### src/rtl/elev_req_sched_if.sv
// rtl/elev_req_sched_if.sv - call-button / floor-sensor / request bundle for elev_req_sched
interface elev_req_sched_if;
  logic [3:1] Btn;
  logic       FLR1;
  logic       FLR2;
  logic       FLR3;
  logic       Door;
  logic [3:1] Req;
  logic [3:1] Pending;
  logic       DirUp;

  modport slave (
    input  Btn, FLR1, FLR2, FLR3, Door,
    output Req, Pending, DirUp
  );

  modport master (
    output Btn, FLR1, FLR2, FLR3, Door,
    input  Req, Pending, DirUp
  );
endinterface

### src/rtl/elev_req_sched.sv
// rtl/elev_req_sched.sv - debounced call latching and SCAN target selection for the elevator controller
module elev_req_sched #(
  parameter int DEB_CYCLES = 4,
  parameter int CNT_W      = 4
) (
  input  logic             clk,
  input  logic             Reset,
  elev_req_sched_if.slave  bus
);

  localparam logic [1:0] ST_IDLE = 2'd0;
  localparam logic [1:0] ST_UP   = 2'd1;
  localparam logic [1:0] ST_DOWN = 2'd2;

  logic [3:1]       sync1_q, sync1_d;
  logic [3:1]       sync2_q, sync2_d;
  logic [3:1]       deb_q, deb_d;
  logic [CNT_W-1:0] cnt_q [3:1];
  logic [CNT_W-1:0] cnt_d [3:1];
  logic [1:0]       floor_q, floor_d;
  logic [1:0]       state_q, state_d;
  logic [3:1]       pending_q, pending_d;
  logic [3:1]       req_q, req_d;
  logic             dir_q, dir_d;

  logic [3:1] rise, cur_oh, above_m, below_m, clr, pend_above, pend_below;
  logic       has_above, has_below;

  always_comb begin
    sync1_d = bus.Btn;
    sync2_d = sync1_q;
    deb_d   = deb_q;
    for (int i = 1; i <= 3; i++) begin
      cnt_d[i] = '0;
      if (sync2_q[i] != deb_q[i]) begin
        if (cnt_q[i] == CNT_W'(DEB_CYCLES)) begin
          deb_d[i] = ~deb_q[i];
        end else begin
          cnt_d[i] = cnt_q[i] + CNT_W'(1);
        end
      end
    end
    rise = deb_d & ~deb_q;

    // Tracked floor only moves on an unambiguous one-hot sensor reading
    case ({bus.FLR3, bus.FLR2, bus.FLR1})
      3'b001:  floor_d = 2'd1;
      3'b010:  floor_d = 2'd2;
      3'b100:  floor_d = 2'd3;
      default: floor_d = floor_q;
    endcase

    case (floor_d)
      2'd1:    begin cur_oh = 3'b001; above_m = 3'b110; below_m = 3'b000; end
      2'd2:    begin cur_oh = 3'b010; above_m = 3'b100; below_m = 3'b001; end
      default: begin cur_oh = 3'b100; above_m = 3'b000; below_m = 3'b011; end
    endcase

    // Service clear beats a simultaneous press at the same floor
    clr        = bus.Door ? cur_oh : 3'b000;
    pending_d  = (pending_q | rise) & ~clr;
    pend_above = pending_d & above_m;
    pend_below = pending_d & below_m;
    has_above  = |pend_above;
    has_below  = |pend_below;

    state_d = state_q;
    case (state_q)
      ST_UP: begin
        if (has_above)            state_d = ST_UP;
        else if (has_below)       state_d = ST_DOWN;
        else if (pending_d == '0) state_d = ST_IDLE;
      end
      ST_DOWN: begin
        if (has_below)            state_d = ST_DOWN;
        else if (has_above)       state_d = ST_UP;
        else if (pending_d == '0) state_d = ST_IDLE;
      end
      default: begin
        if (has_above)            state_d = ST_UP;
        else if (has_below)       state_d = ST_DOWN;
        else                      state_d = ST_IDLE;
      end
    endcase

    dir_d = dir_q;
    if (state_d == ST_UP)   dir_d = 1'b1;
    if (state_d == ST_DOWN) dir_d = 1'b0;

    req_d = 3'b000;
    if (bus.Door) begin
      req_d = 3'b000;
    end else if (|(pending_d & cur_oh)) begin
      req_d = cur_oh;
    end else if (state_d == ST_UP) begin
      if (pend_above[2])      req_d = 3'b010;
      else if (pend_above[3]) req_d = 3'b100;
    end else if (state_d == ST_DOWN) begin
      if (pend_below[2])      req_d = 3'b010;
      else if (pend_below[1]) req_d = 3'b001;
    end
  end

  always_ff @(posedge clk) begin
    if (!Reset) begin
      sync1_q   <= '0;
      sync2_q   <= '0;
      deb_q     <= '0;
      for (int i = 1; i <= 3; i++) cnt_q[i] <= '0;
      floor_q   <= 2'd1;
      state_q   <= ST_IDLE;
      pending_q <= '0;
      req_q     <= '0;
      dir_q     <= 1'b1;
    end else begin
      sync1_q   <= sync1_d;
      sync2_q   <= sync2_d;
      deb_q     <= deb_d;
      for (int i = 1; i <= 3; i++) cnt_q[i] <= cnt_d[i];
      floor_q   <= floor_d;
      state_q   <= state_d;
      pending_q <= pending_d;
      req_q     <= req_d;
      dir_q     <= dir_d;
    end
  end

  assign bus.Req     = req_q;
  assign bus.Pending = pending_q;
  assign bus.DirUp   = dir_q;

endmodule

### src/flat_wrapper.sv
// flat-port wrapper written by rule: the top's interface ports become plain ports
module elev_req_sched_flat 
#(
  parameter int DEB_CYCLES = 4,
  parameter int CNT_W      = 4
)
  (clk, Reset, bus_Btn, bus_FLR1, bus_FLR2, bus_FLR3, bus_Door, bus_Req, bus_Pending, bus_DirUp);
  elev_req_sched_if bus_i ();
  input  logic clk;
  input  logic Reset;
  input wire logic [$bits(bus_i.Btn)-1:0] bus_Btn;
  input wire logic [$bits(bus_i.FLR1)-1:0] bus_FLR1;
  input wire logic [$bits(bus_i.FLR2)-1:0] bus_FLR2;
  input wire logic [$bits(bus_i.FLR3)-1:0] bus_FLR3;
  input wire logic [$bits(bus_i.Door)-1:0] bus_Door;
  output wire logic [$bits(bus_i.Req)-1:0] bus_Req;
  output wire logic [$bits(bus_i.Pending)-1:0] bus_Pending;
  output wire logic [$bits(bus_i.DirUp)-1:0] bus_DirUp;
  assign bus_i.Btn = bus_Btn;
  assign bus_i.FLR1 = bus_FLR1;
  assign bus_i.FLR2 = bus_FLR2;
  assign bus_i.FLR3 = bus_FLR3;
  assign bus_i.Door = bus_Door;
  assign bus_Req = bus_i.Req;
  assign bus_Pending = bus_i.Pending;
  assign bus_DirUp = bus_i.DirUp;
  elev_req_sched #(.DEB_CYCLES(DEB_CYCLES), .CNT_W(CNT_W)) u_core (.clk(clk), .Reset(Reset), .bus(bus_i));
endmodule
### config.mk
export PLATFORM = sky130hd
export DESIGN_NAME = elev_req_sched_flat
export DESIGN_NICKNAME = d
export VERILOG_FILES = /design/src/rtl/elev_req_sched_if.sv /design/src/rtl/elev_req_sched.sv /design/src/flat_wrapper.sv
export SDC_FILE = /design/constraint.sdc
export NUM_CORES = 1
export LEC_CHECK = 0
export CAP_MARGIN = 20
export CORE_MARGIN = 3
export CORE_UTILIZATION = 30
export CTS_CLUSTER_SIZE = 40
export DETAILED_ROUTE_END_ITERATION = 16
export PLACE_DENSITY = 0.51
export SLEW_MARGIN = 25
export SYNTH_ARGS = -nofsm -noshare
export SYNTH_HDL_FRONTEND = slang
export SYNTH_SLANG_ARGS = --single-unit
### constraint.sdc
create_clock -name clk -period 2.8 [get_ports clk]
set_input_delay 0.42 -clock clk [delete_from_list [all_inputs] [get_ports clk]]
set_output_delay 0.42 -clock clk [all_outputs]
set_load 0.02 [all_outputs]
### Word level (Yosys, flattened, before mapping)

Memory sizes are Yosys's and may differ from the RTL's.
Cells that the tools add are included.

| word-level totals | value |
|---|---|
| register bits | 20 |
| bits in latches | 0 |
| bits in writable memories | 12 |
| memory bits (read-only) | 0 |
| input port bits | 9 |
| output and inout port bits | 7 |
| memories | 1 |

| operators by class | value |
|---|---|
| $add $sub $neg | 3 |
| $mul | 0 |
| div/mod/pow operators | 0 |
| $lt $le $gt $ge | 0 |
| equal/unequal tests | 15 |
| shifts and indexed selects | 0 |
| muxes and demuxes | 39 |
| bitwise operators | 15 |
| reduce and logical (&&, ||, !) cells | 6 |

Memory list:

| memory | words | bits a word | rd ports | clocked after memory_dff | write ports | RTL line | RTL |
|---|---|---|---|---|---|---|---|
| u_core.cnt_q | 3 | 4 | 3 | 0 | 3 | elev_req_sched.sv:18 | `logic [CNT_W-1:0] cnt_q [3:1];` |

Operator list:

| kind | count |
|---|---|
| 2-to-1 mux 4 bit | 9 |
| 2-to-1 mux 3 bit | 7 |
| 2-to-1 mux 2 bit | 7 |
| adder 4 x 1 -> 4 bit (second input constant) | 3 |
| AND 3 bit | 4 |
| == test 4 x 3 -> 1 bit (second input constant) | 3 |
| case mux 3 bit (2 select lines) | 2 |
| 2-to-1 mux 1 bit | 11 |
| OR reduction 3 bit | 3 |
| case mux 2 bit (2 select lines) | 2 |
| == test 2 x 1 -> 1 bit (second input constant) | 3 |
| == test 2 bit (second input constant) | 3 |
| inverter 3 bit | 2 |
| case mux 2 bit (3 select lines) | 1 |
| inverter 1 bit | 4 |
| AND 3 x 2 -> 3 bit | 1 |
| == test 3 x 1 -> 1 bit (second input constant) | 1 |
| == test 3 x 2 -> 1 bit (second input constant) | 1 |
| == test 3 bit (second input constant) | 1 |
| logical NOT 3 bit | 1 |
| != test 1 bit | 3 |
| OR 1 bit | 3 |
| OR 3 bit | 1 |
| nonzero test 2 bit | 1 |
| OR reduction 2 bit | 1 |

### Logic depth before layout (Yosys ltp)

Gate-level depths: netlist of the first run.

| depth | value |
|---|---|
| depth after elaboration | 16 |
| mapped depth | 15 |
| gate-level depth less buffers | 15 |

### Least setup slack after synthesis of the first run

OpenSTA, ideal clock, no wires.

| path | value |
|---|---|
| path kind | input to register |
| start | input port bus_FLR3 |
| end | register u_core.req_q (netlist bit u_core.bus.Req[1]) |
| data arrival time | 2.976 ns |
| data required time | 2.728 ns |
| slack | -0.248 ns |
| stages | 13 |
| cell sequence | o32ai_1 -> inv_1 -> ha_1 -> nand2b_1 -> o31ai_1 -> a211o_1 -> or3_4 -> and2_4 -> ha_1 -> nor2_1 -> nand3_1 -> or3_1 -> mux2i_1 |

| between the ends | value |
|---|---|
| longest elaborated chain between the ends | 16 |
| elaborated cells on any way between the ends | 35 |

RTL lines:

| item | RTL line | RTL |
|---|---|---|
| start, declared | flat_wrapper.sv:14 | `input wire logic [$bits(bus_i.FLR3)-1:0] bus_FLR3;` |
| == test 3 bit, or another cell as far along | elev_req_sched.sv:46 | `case ({bus.FLR3, bus.FLR2, bus.FLR1})` |
| case mux 2 bit (3 select lines) * | elev_req_sched.sv:46 |  |
| named net u_core.floor_d[1] | elev_req_sched.sv:20 | `logic [1:0] floor_q, floor_d;` |
| == test 2 bit / == test 2 x 1 -> 1 bit (equally long branches) | elev_req_sched.sv:53 | `case (floor_d)` |
| case mux 3 bit (2 select lines) | elev_req_sched.sv:53 |  |
| 2-to-1 mux 3 bit | elev_req_sched.sv:60 | `clr = bus.Door ? cur_oh : 3'b000;` |
| inverter 3 bit | elev_req_sched.sv:61 | `pending_d = (pending_q \| rise) & ~clr;` |
| AND 3 bit | elev_req_sched.sv:61 |  |
| logical NOT 3 bit, or another cell as far along | elev_req_sched.sv:72, elev_req_sched.sv:77 |  |
| 2-to-1 mux 2 bit, or another cell as far along | elev_req_sched.sv:72, elev_req_sched.sv:77 |  |
| 2-to-1 mux 2 bit (on tied branches) | elev_req_sched.sv:76, elev_req_sched.sv:81, elev_req_sched.sv:71 |  |
| 2-to-1 mux 2 bit (on tied branches) | elev_req_sched.sv:75, elev_req_sched.sv:80, elev_req_sched.sv:70 |  |
| case mux 2 bit (2 select lines) | elev_req_sched.sv:68 | `case (state_q)` |
| == test 2 bit | elev_req_sched.sv:98 | `end else if (state_d == ST_DOWN) begin` |
| 2-to-1 mux 3 bit | elev_req_sched.sv:98 |  |
| 2-to-1 mux 3 bit | elev_req_sched.sv:95 | `end else if (state_d == ST_UP) begin` |
| 2-to-1 mux 3 bit * | elev_req_sched.sv:93 | `end else if (\|(pending_d & cur_oh)) begin` |
| end signal, assigned | elev_req_sched.sv:123 | `req_q <= req_d;` |
| end, declared | elev_req_sched.sv:23 | `logic [3:1] req_q, req_d;` |

The timed path passes the listed nets; every way through them passes the cells marked *.
A chain may end at the register's enable or synchronous reset.

### Final worst setup path of the first run

| path | value |
|---|---|
| start | register u_core.floor_q[1] |
| end | register u_core.req_q (netlist bit u_core.bus.Req[1]) |

| between the ends | value |
|---|---|
| longest elaborated chain between the ends | 15 |
| elaborated cells on any way between the ends | 32 |

RTL lines:

| item | RTL line | RTL |
|---|---|---|
| start, declared | elev_req_sched.sv:20 |  |
| start signal, assigned | elev_req_sched.sv:120 | `floor_q <= floor_d;` |
| case mux 2 bit (3 select lines) * | elev_req_sched.sv:46 |  |
| named net u_core.floor_d[1] | elev_req_sched.sv:20 |  |
| == test 2 bit / == test 2 x 1 -> 1 bit (equally long branches) | elev_req_sched.sv:53 |  |
| case mux 3 bit (2 select lines) | elev_req_sched.sv:53 |  |
| 2-to-1 mux 3 bit | elev_req_sched.sv:60 |  |
| inverter 3 bit | elev_req_sched.sv:61 |  |
| AND 3 bit | elev_req_sched.sv:61 |  |
| logical NOT 3 bit, or another cell as far along | elev_req_sched.sv:72, elev_req_sched.sv:77 |  |
| 2-to-1 mux 2 bit, or another cell as far along | elev_req_sched.sv:72, elev_req_sched.sv:77 |  |
| 2-to-1 mux 2 bit (on tied branches) | elev_req_sched.sv:76, elev_req_sched.sv:81, elev_req_sched.sv:71 |  |
| 2-to-1 mux 2 bit (on tied branches) | elev_req_sched.sv:75, elev_req_sched.sv:80, elev_req_sched.sv:70 |  |
| case mux 2 bit (2 select lines) | elev_req_sched.sv:68 |  |
| == test 2 bit | elev_req_sched.sv:98 |  |
| 2-to-1 mux 3 bit | elev_req_sched.sv:98 |  |
| 2-to-1 mux 3 bit | elev_req_sched.sv:95 |  |
| 2-to-1 mux 3 bit * | elev_req_sched.sv:93 |  |

Marks and branches as above.

==> flow_metrics.env, run 1 <==
export IMPL_htree_num_levels=2
export IMPL_die_width_um=78.6
export IMPL_routed_wire_length_per_instance_um=12.4
export IMPL_finalCritPeriodShare_pct=100
export IMPL_fill_cells=495
export IMPL_average_size_of_a_mapped_cell_um2=9.08
export IMPL_worstReg2RegStart="u_core.floor_q[1]"
export IMPL_yosys_area_top_type_share_pct=40.5
export IMPL_fp_dieArea_um2=6170
export IMPL_period_minus_slack_ns=2.81
export IMPL_port_buffer_count=15
export IMPL_synth_area_top_cells="sky130_fd_sc_hd__dfxtp_1 41%, sky130_fd_sc_hd__ha_1 10%, sky130_fd_sc_hd__nor2_1 4.5%"
export IMPL_fin_area_um2=2220
export IMPL_final_util_pct=45.2
export IMPL_post_dp_cell_area_um2=2020
export IMPL_failed_checks="setup timing"
export IMPL_post_drt_via_cell_ratio=4.66
export IMPL_reg2reg_slack_ns=-0.01
export IMPL_largest_net_degree_at_the_start_of_global_routing=15
export IMPL_comb_power_share_pct=11.5
export IMPL_antenna_found_initial=0
export IMPL_clock_transition_at_the_registers_of_the_reported_paths_ns=0.07
export IMPL_ctsLongestPathBuffers=2
export IMPL_final_layout_size_suffix_gt1_share_pct=28.4
export IMPL_ios=16
export IMPL_core_area_um2=4910
export IMPL_internal_power_uw=741
export IMPL_start_kind="flip-flop"
export IMPL_transition_time_at_the_pin_with_the_least_slew_margin_ns=0.302
export IMPL_tritoncts_num_sinks=32
export IMPL_yosysSeqAreaShare_pct=40.5
export IMPL_synth_async_sr_flop_share_pct=0
export IMPL_grt_first_pass_wirelength_um=6530
export IMPL_fin_total_pwr_uw=959
export IMPL_register_area_um2=643
export IMPL_max_cap_viol_count=0
export IMPL_synth_net_count=196
export IMPL_insertion_delay_ns=0.28
export IMPL_hold_path_end="u_core.sync2_q[2]"
export IMPL_holdPathStages=1
export IMPL_die_height_um=78.6
export IMPL_ir_drop_mv=0.226
export IMPL_synth_most_common_cell="sky130_fd_sc_hd__dfxtp_1"
export IMPL_hold_class="reg2reg"
export IMPL_sw_frac_of_total_pct=22.7
export IMPL_crit_type="reg2reg"
export IMPL_powerDensity_nw_per_um2=432
export IMPL_multi_input_comb_area_um2=1020
export IMPL_post_place_ws_ns=-0.795
export IMPL_dp_hpwl_um=2680
export IMPL_grt_overflow_total=0
export IMPL_r2r_worst_path_cells=14
export IMPL_run_status="finished with violations"
export IMPL_wirelength_um=3540
export IMPL_cts_root_buf="sky130_fd_sc_hd__clkbuf_8"
export IMPL_standard_cell_rows=25
export IMPL_flops_latches_synth=32
export IMPL_finalSetupTns_ns=-0.0152
export IMPL_grt_total_usage_pct=13.4
export IMPL_power_switching_uw=218
export IMPL_ys_warnings_count=0
export IMPL_initial_utilization_pct=32.2
export IMPL_ant_nets=0
export IMPL_yosys_top_cells_count="32 x sky130_fd_sc_hd__dfxtp_1, 19 x sky130_fd_sc_hd__nor2_1, 16 x sky130_fd_sc_hd__inv_1"
export IMPL_drtIter0Drc=55
export IMPL_max_freq_ghz=0.356
export IMPL_area_growth_pct=40.4
export IMPL_post_route_worst_setup_slack_ns=-0.0126
export IMPL_vias_in_the_first_global_route=1455
export IMPL_report_final_hold_viol_count=0
export IMPL_power_clock_fraction_pct=39.8
export IMPL_drc=0
export IMPL_vias=1327
export IMPL_final_setup_vio_count=2
export IMPL_crit_path_end_kind="flip-flop"
export IMPL_hp_start="u_core.sync1_q[2]"
export IMPL_leakage_uw=0.000941
export IMPL_number_of_clock_buffers_inserted_by_tritoncts=5
export IMPL_synth_cell_area_um2=1580
export IMPL_synth_edf_count=0
export IMPL_max_slew_margin_rel_pct=79.9
export IMPL_seqPwrFrac_pct=48.7
export IMPL_synthFlopType="sky130_fd_sc_hd__dfxtp_1"
export IMPL_yosysTopAreaCell="sky130_fd_sc_hd__dfxtp_1"
export IMPL_post_synth_inst_count=174
export IMPL_worstPathMaxFanout=4
export IMPL_n_antenna_cell=0
export IMPL_final_nets=240
export IMPL_detail_route_first_pass_iterations=5
export IMPL_grt_setup_unrepaired="true"
export IMPL_critical_path_arrival_ns=3.03
export IMPL_timing_critical_path_required_ns=3.01
export IMPL_globalplace_congestion=0.849
export IMPL_worst_clock_skew_ns=0.00975
export IMPL_cts_tree="yes"
export IMPL_slew_violations=0
export IMPL_synth_lib_cells_used_distinct=41
export IMPL_r2r_end="u_core.bus.Req[1]"
==> registers in the layout, indices dropped and copies added (netlist names) <==
name,count
u_core.sync2_q,3
u_core.cnt_q,12
u_core.floor_q,2
u_core.state_q,2
u_core.bus.Pending,3
u_core.deb_q,3
u_core.bus.Req,3
u_core.bus.DirUp,1
u_core.sync1_q,3
==> how the worst max path moves through the flow <==
stage                                 start                end  slack (ns)  cells after the start
after floorplan                    bus_FLR2  u_core.bus.Req[1]        0.02                     13
after global placement             bus_FLR3  u_core.bus.Req[2]       -0.72                     16
after detailed placement           bus_FLR2  u_core.bus.Req[1]       -0.80                     14
after CTS                 u_core.floor_q[1]  u_core.bus.Req[1]       -0.04                     14
after global routing      u_core.floor_q[1]  u_core.bus.Req[1]       -0.17                     14
final                     u_core.floor_q[1]  u_core.bus.Req[1]       -0.01                     14
==> placed cells by master (no fill, tap or decap), drive strengths merged, types with 2 or more instances in the layout <==
cell           Yosys  final
o31ai              2      2
nand3              7      7
o211a              2      2
nand3b             3      3
clkbuf             1      7
nor2              19     19
ha                13     13
dfxtp             32     32
or3                3      3
xnor2              3      3
and2               8      8
o21bai             2      2
nor2b              5      5
nand2             12     12
xor2               6      6
clkdlybuf4s50      0     12
and3               3      3
o32ai              2      2
a21oi              9      9
mux2i              4      4
inv               16     16
buf                0     26
and3b              2      2
nand2b             4      4
==> cell type report <==
type | instances | area share [%]
multi-input combinational | 125 | 46.1
tap | 67 | 3.78
timing repair buffer | 38 | 14.0
clock buffer | 7 | 4.34
inverter | 16 | 2.71
sequential | 32 | 29.0
==> power groups by stage <==
| stage | Clock (uW) | Combinational [uW] | Sequential, uW |
|---|---|---|---|
| 2_1_floorplan | 0 | 48.9 | 476 |
| 3_3_place_gp | 0 | 96.4 | 476 |
| 6_report | 381 | 111 | 467 |
| 4_1_cts | 399 | 110 | 467 |
| 5_1_grt | 421 | 123 | 467 |
| 3_5_place_dp | 0 | 98.3 | 477 |
==> stage by stage <==
step	hold slack, ns	std cells
6_report	0.431	285
2_1_floorplan	0.412	174
3_3_place_gp	0.419	274
3_5_place_dp	0.418	274
4_1_cts	0.433	285
5_1_grt	0.456	285
==> repair_timing <==
action,4_1_cts,5_1_grt
pin swaps,7,2
endpoints found under the setup margin,4,3
gates resized for setup,32,4
buffers inserted,5,0
hold buffers,0,0
==> per-layer routing <==
metal  GRT usage [%]  vias up  part of all wire, %
li1                -      681                    -
met1            15.4      621                   46
met2            23.0       19                   49
met3            4.24        6                  3.4
met4            4.72        0                  1.4
met5               0        -                    0
==> kinds of logic (layout without fill, tap and decap cells) <==
kind of cell / count (synthesis) / in the layout / share of synthesized area, %
AOI/OAI and AO/OA: 27 / 27 / 13.3
xor gates and xnor gates: 9 / 9 / 4.99
adders and majority gates: 13 / 13 / 10.3
buffers and inverters: 17 / 61 / 4.04
DFF: 32 / 32 / 40.5
muxes: 4 / 4 / 2.53
and+or+nand+nor: 72 / 72 / 24.3
==> critical path: stages, from the launching register on <==
cell and delay, ns:
sky130_fd_sc_hd__dfxtp_2 0.32, sky130_fd_sc_hd__nor2b_4 0.12, sky130_fd_sc_hd__o32ai_4 0.23, sky130_fd_sc_hd__inv_2 0.08
sky130_fd_sc_hd__ha_4 0.30, sky130_fd_sc_hd__nand2b_4 0.13, sky130_fd_sc_hd__o31ai_4 0.07, sky130_fd_sc_hd__a211o_1 0.25
sky130_fd_sc_hd__or3_4 0.33, sky130_fd_sc_hd__and2_4 0.15, sky130_fd_sc_hd__ha_4 0.16, sky130_fd_sc_hd__nor2_2 0.07
sky130_fd_sc_hd__nand3_1 0.07, sky130_fd_sc_hd__or3_1 0.32, sky130_fd_sc_hd__mux2i_1 0.14
(Power assumes the default switching activity.)
==> run 2, diff against run 1 <==
CORE_MARGIN = default   (was 3)
==> run 2 against run 1 <==
  * The run still ends with setup timing left
  * Power decreased by 1.6%
  * Wire length decreased by 2.2%
  * Non-clock buffer count increased by 8
  * Critical path type is now in2reg
  * Cell area increased by 4.3%
  * Critical path depth unchanged
  * Sequential power about the same
  * Cell count increased by 4.2%
  * Via count increased by 4.3%
  * Sequential share of layout area decreased by 1.2 points
  * Largest cell class unchanged
  * Flip-flop and latch count unchanged
  * Register-to-register slack improved by 0.02 ns
==> flow_metrics.env, run 2 (synthesis results as in run 1) <==
export IMPL_post_route_worst_setup_slack_ns=-0.00297
export IMPL_htree_num_levels=2
export IMPL_largest_reg_flops=12
export IMPL_ctsLongestPathBuffers=2
export IMPL_worst_clock_skew_ns=0.00888
export IMPL_core_area_um2=5070
export IMPL_initial_utilization_pct=31.1
export IMPL_cts_root_buf="sky130_fd_sc_hd__clkbuf_8"
export IMPL_largest_net_degree_at_the_start_of_global_routing=15
export IMPL_final_nets=248
export IMPL_grt_total_usage_pct=13.9
export IMPL_finalCritPeriodShare_pct=100
export IMPL_max_freq_ghz=0.357
export IMPL_drc=0
export IMPL_ios=16
export IMPL_grt_overflow_total=0
export IMPL_number_of_placed_instances_taps_included=279
export IMPL_report_final_hold_viol_count=0
export IMPL_hold_class="reg2reg"
export IMPL_top_register="u_core.cnt_q"
export IMPL_port_buffer_count=15
export IMPL_drtIter0Drc=52
export IMPL_crit_path_end_kind="flip-flop"
export IMPL_wirelength_um=3460
export IMPL_transition_time_at_the_pin_with_the_least_slew_margin_ns=0.406
export IMPL_ir_drop_mv=0.315
export IMPL_powerDensity_nw_per_um2=408
export IMPL_clock_transition_at_the_registers_of_the_reported_paths_ns=0.07
export IMPL_layout_common_cells="30 x sky130_fd_sc_hd__buf_4, 30 x sky130_fd_sc_hd__dfxtp_1, 18 x sky130_fd_sc_hd__nor2_1, 13 x sky130_fd_sc_hd__inv_1, 12 x sky130_fd_sc_hd__clkdlybuf4s50_1"
export IMPL_max_cap_viol_count=0
export IMPL_vias=1384
export IMPL_ant_nets=0
export IMPL_post_dp_cell_area_um2=2040
export IMPL_dp_hpwl_um=2520
export IMPL_detail_route_first_pass_iterations=4
export IMPL_instances_no_fill=297
export IMPL_grt_first_pass_wirelength_um=5800
export IMPL_max_slew_margin_rel_pct=73.0
export IMPL_critical_path_arrival_ns=3.02
export IMPL_post_drt_via_cell_ratio=4.66
export IMPL_area_growth_pct=46.4
export IMPL_crit_type="in2reg"
export IMPL_timing_critical_path_required_ns=3.01
export IMPL_slew_violations=0
export IMPL_globalplace_congestion=0.858
export IMPL_insertion_delay_ns=0.29
export IMPL_run_status="finished with violations"
export IMPL_vias_in_the_first_global_route=1368
export IMPL_fin_area_um2=2310
export IMPL_tritoncts_num_sinks=32
export IMPL_grt_setup_unrepaired="true"
export IMPL_standard_cell_rows=26
export IMPL_n_antenna_cell=0
export IMPL_multi_input_comb_area_um2=1060
export IMPL_cts_tree="yes"
export IMPL_die_height_um=74.6
export IMPL_fill_cells=497
export IMPL_die_width_um=74.6
export IMPL_worstPathMaxFanout=4
export IMPL_routed_wire_length_per_instance_um=11.7
export IMPL_final_layout_size_suffix_gt1_share_pct=33.0
export IMPL_failed_checks="setup timing"
export IMPL_period_minus_slack_ns=2.80
export IMPL_leakage_uw=0.000968
export IMPL_register_area_um2=643
export IMPL_number_of_clock_buffers_inserted_by_tritoncts=5
export IMPL_fp_dieArea_um2=5560
export IMPL_antenna_found_initial=0
export IMPL_start_kind="input pin"
export IMPL_final_setup_vio_count=1
run 2: final cells by class:
type	count	area share, %
Tap cell	70	3.79
Timing Repair Buffer	46	16.3
Multi-Input combinational cell	125	45.7
Sequential cell	32	27.8
Inverter	16	2.60
Clock buffer	5	2.97
Clock inverter	3	0.811
run 2: final timing paths:
| check | startpoint | to | slack, ns | depth (start not counted) |
|---|---|---|---|---|
| max | bus_FLR3 | u_core.bus.Req[1] | -0.003 | 14 |
| max reg2reg | u_core.floor_q[0] | u_core.bus.Req[1] | 0.01 | 13 |
| min reg2reg | u_core.sync1_q[1] | u_core.sync2_q[1] | 0.43 | 1 |
| min | u_core.sync1_q[1] | u_core.sync2_q[1] | 0.43 | 1 |
run 2: critical path: stages:
cell and delay (ns):
sky130_fd_sc_hd__clkdlybuf4s15_2 0.25, sky130_fd_sc_hd__o32ai_4 0.29, sky130_fd_sc_hd__inv_2 0.07, sky130_fd_sc_hd__ha_4 0.28
sky130_fd_sc_hd__nand2b_4 0.13, sky130_fd_sc_hd__o31ai_4 0.08, sky130_fd_sc_hd__a211o_1 0.25, sky130_fd_sc_hd__or3_4 0.35
sky130_fd_sc_hd__and2_4 0.16, sky130_fd_sc_hd__ha_4 0.17, sky130_fd_sc_hd__nor2_2 0.07, sky130_fd_sc_hd__nand3_1 0.07
sky130_fd_sc_hd__or3_1 0.31, sky130_fd_sc_hd__mux2i_1 0.12
run 2: metrics by stage:
| step | utilization [%] | worst slack [ns] | hold WS, ns | setup TNS [ns] | total power, uW |
|---|---|---|---|---|---|
| 2_1_floorplan | - | 0.0221 | 0.412 | 0 | 525 |
| 3_3_place_gp | 40.1 | -0.722 | 0.420 | -2.30 | 575 |
| 4_1_cts | 44.6 | -0.0209 | 0.436 | -0.0209 | 948 |
| 6_report | 45.6 | -0.00297 | 0.435 | -0.00297 | 943 |
| 3_5_place_dp | 40.1 | -0.755 | 0.420 | -2.56 | 576 |
| 5_1_grt | 45.6 | -0.148 | 0.451 | -0.249 | 988 |
run 2: routing by layer:
metal / part of all wire, % / vias up / GRT usage (%) / wire (um)
li1: - / 700 / - / -
met4: 2.3 / 0 / 6.29 / 79
met1: 46 / 653 / 15.3 / 1590
met3: 3.6 / 9 / 4.34 / 124
met5: 0 / - / 0 / 0
met2: 48 / 22 / 24.4 / 1670
run 2: repair_timing:
| item | in CTS | in global routing |
|---|---|---|
| endpoints found under the setup margin | 4 | 3 |
| pin swaps | 7 | 7 |
| setup buffers | 8 | 2 |
| cloned | 0 | 0 |
| hold endpoints to repair | 0 | 0 |
| hold buffers | 0 | 0 |
| resized for setup | 35 | 7 |
run 2: power breakdown:
| part | internal [uW] | switching [uW] | total [uW] | leakage, uW |
|---|---|---|---|---|
| combinational | 68.4 | 54.3 | 123 | 0.000661 |
| sequential | 462 | 4.04 | 466 | 0.000260 |
| clock | 173 | 181 | 354 | 0.0000479 |
| total | 704 | 240 | 943 | 0.000968 |
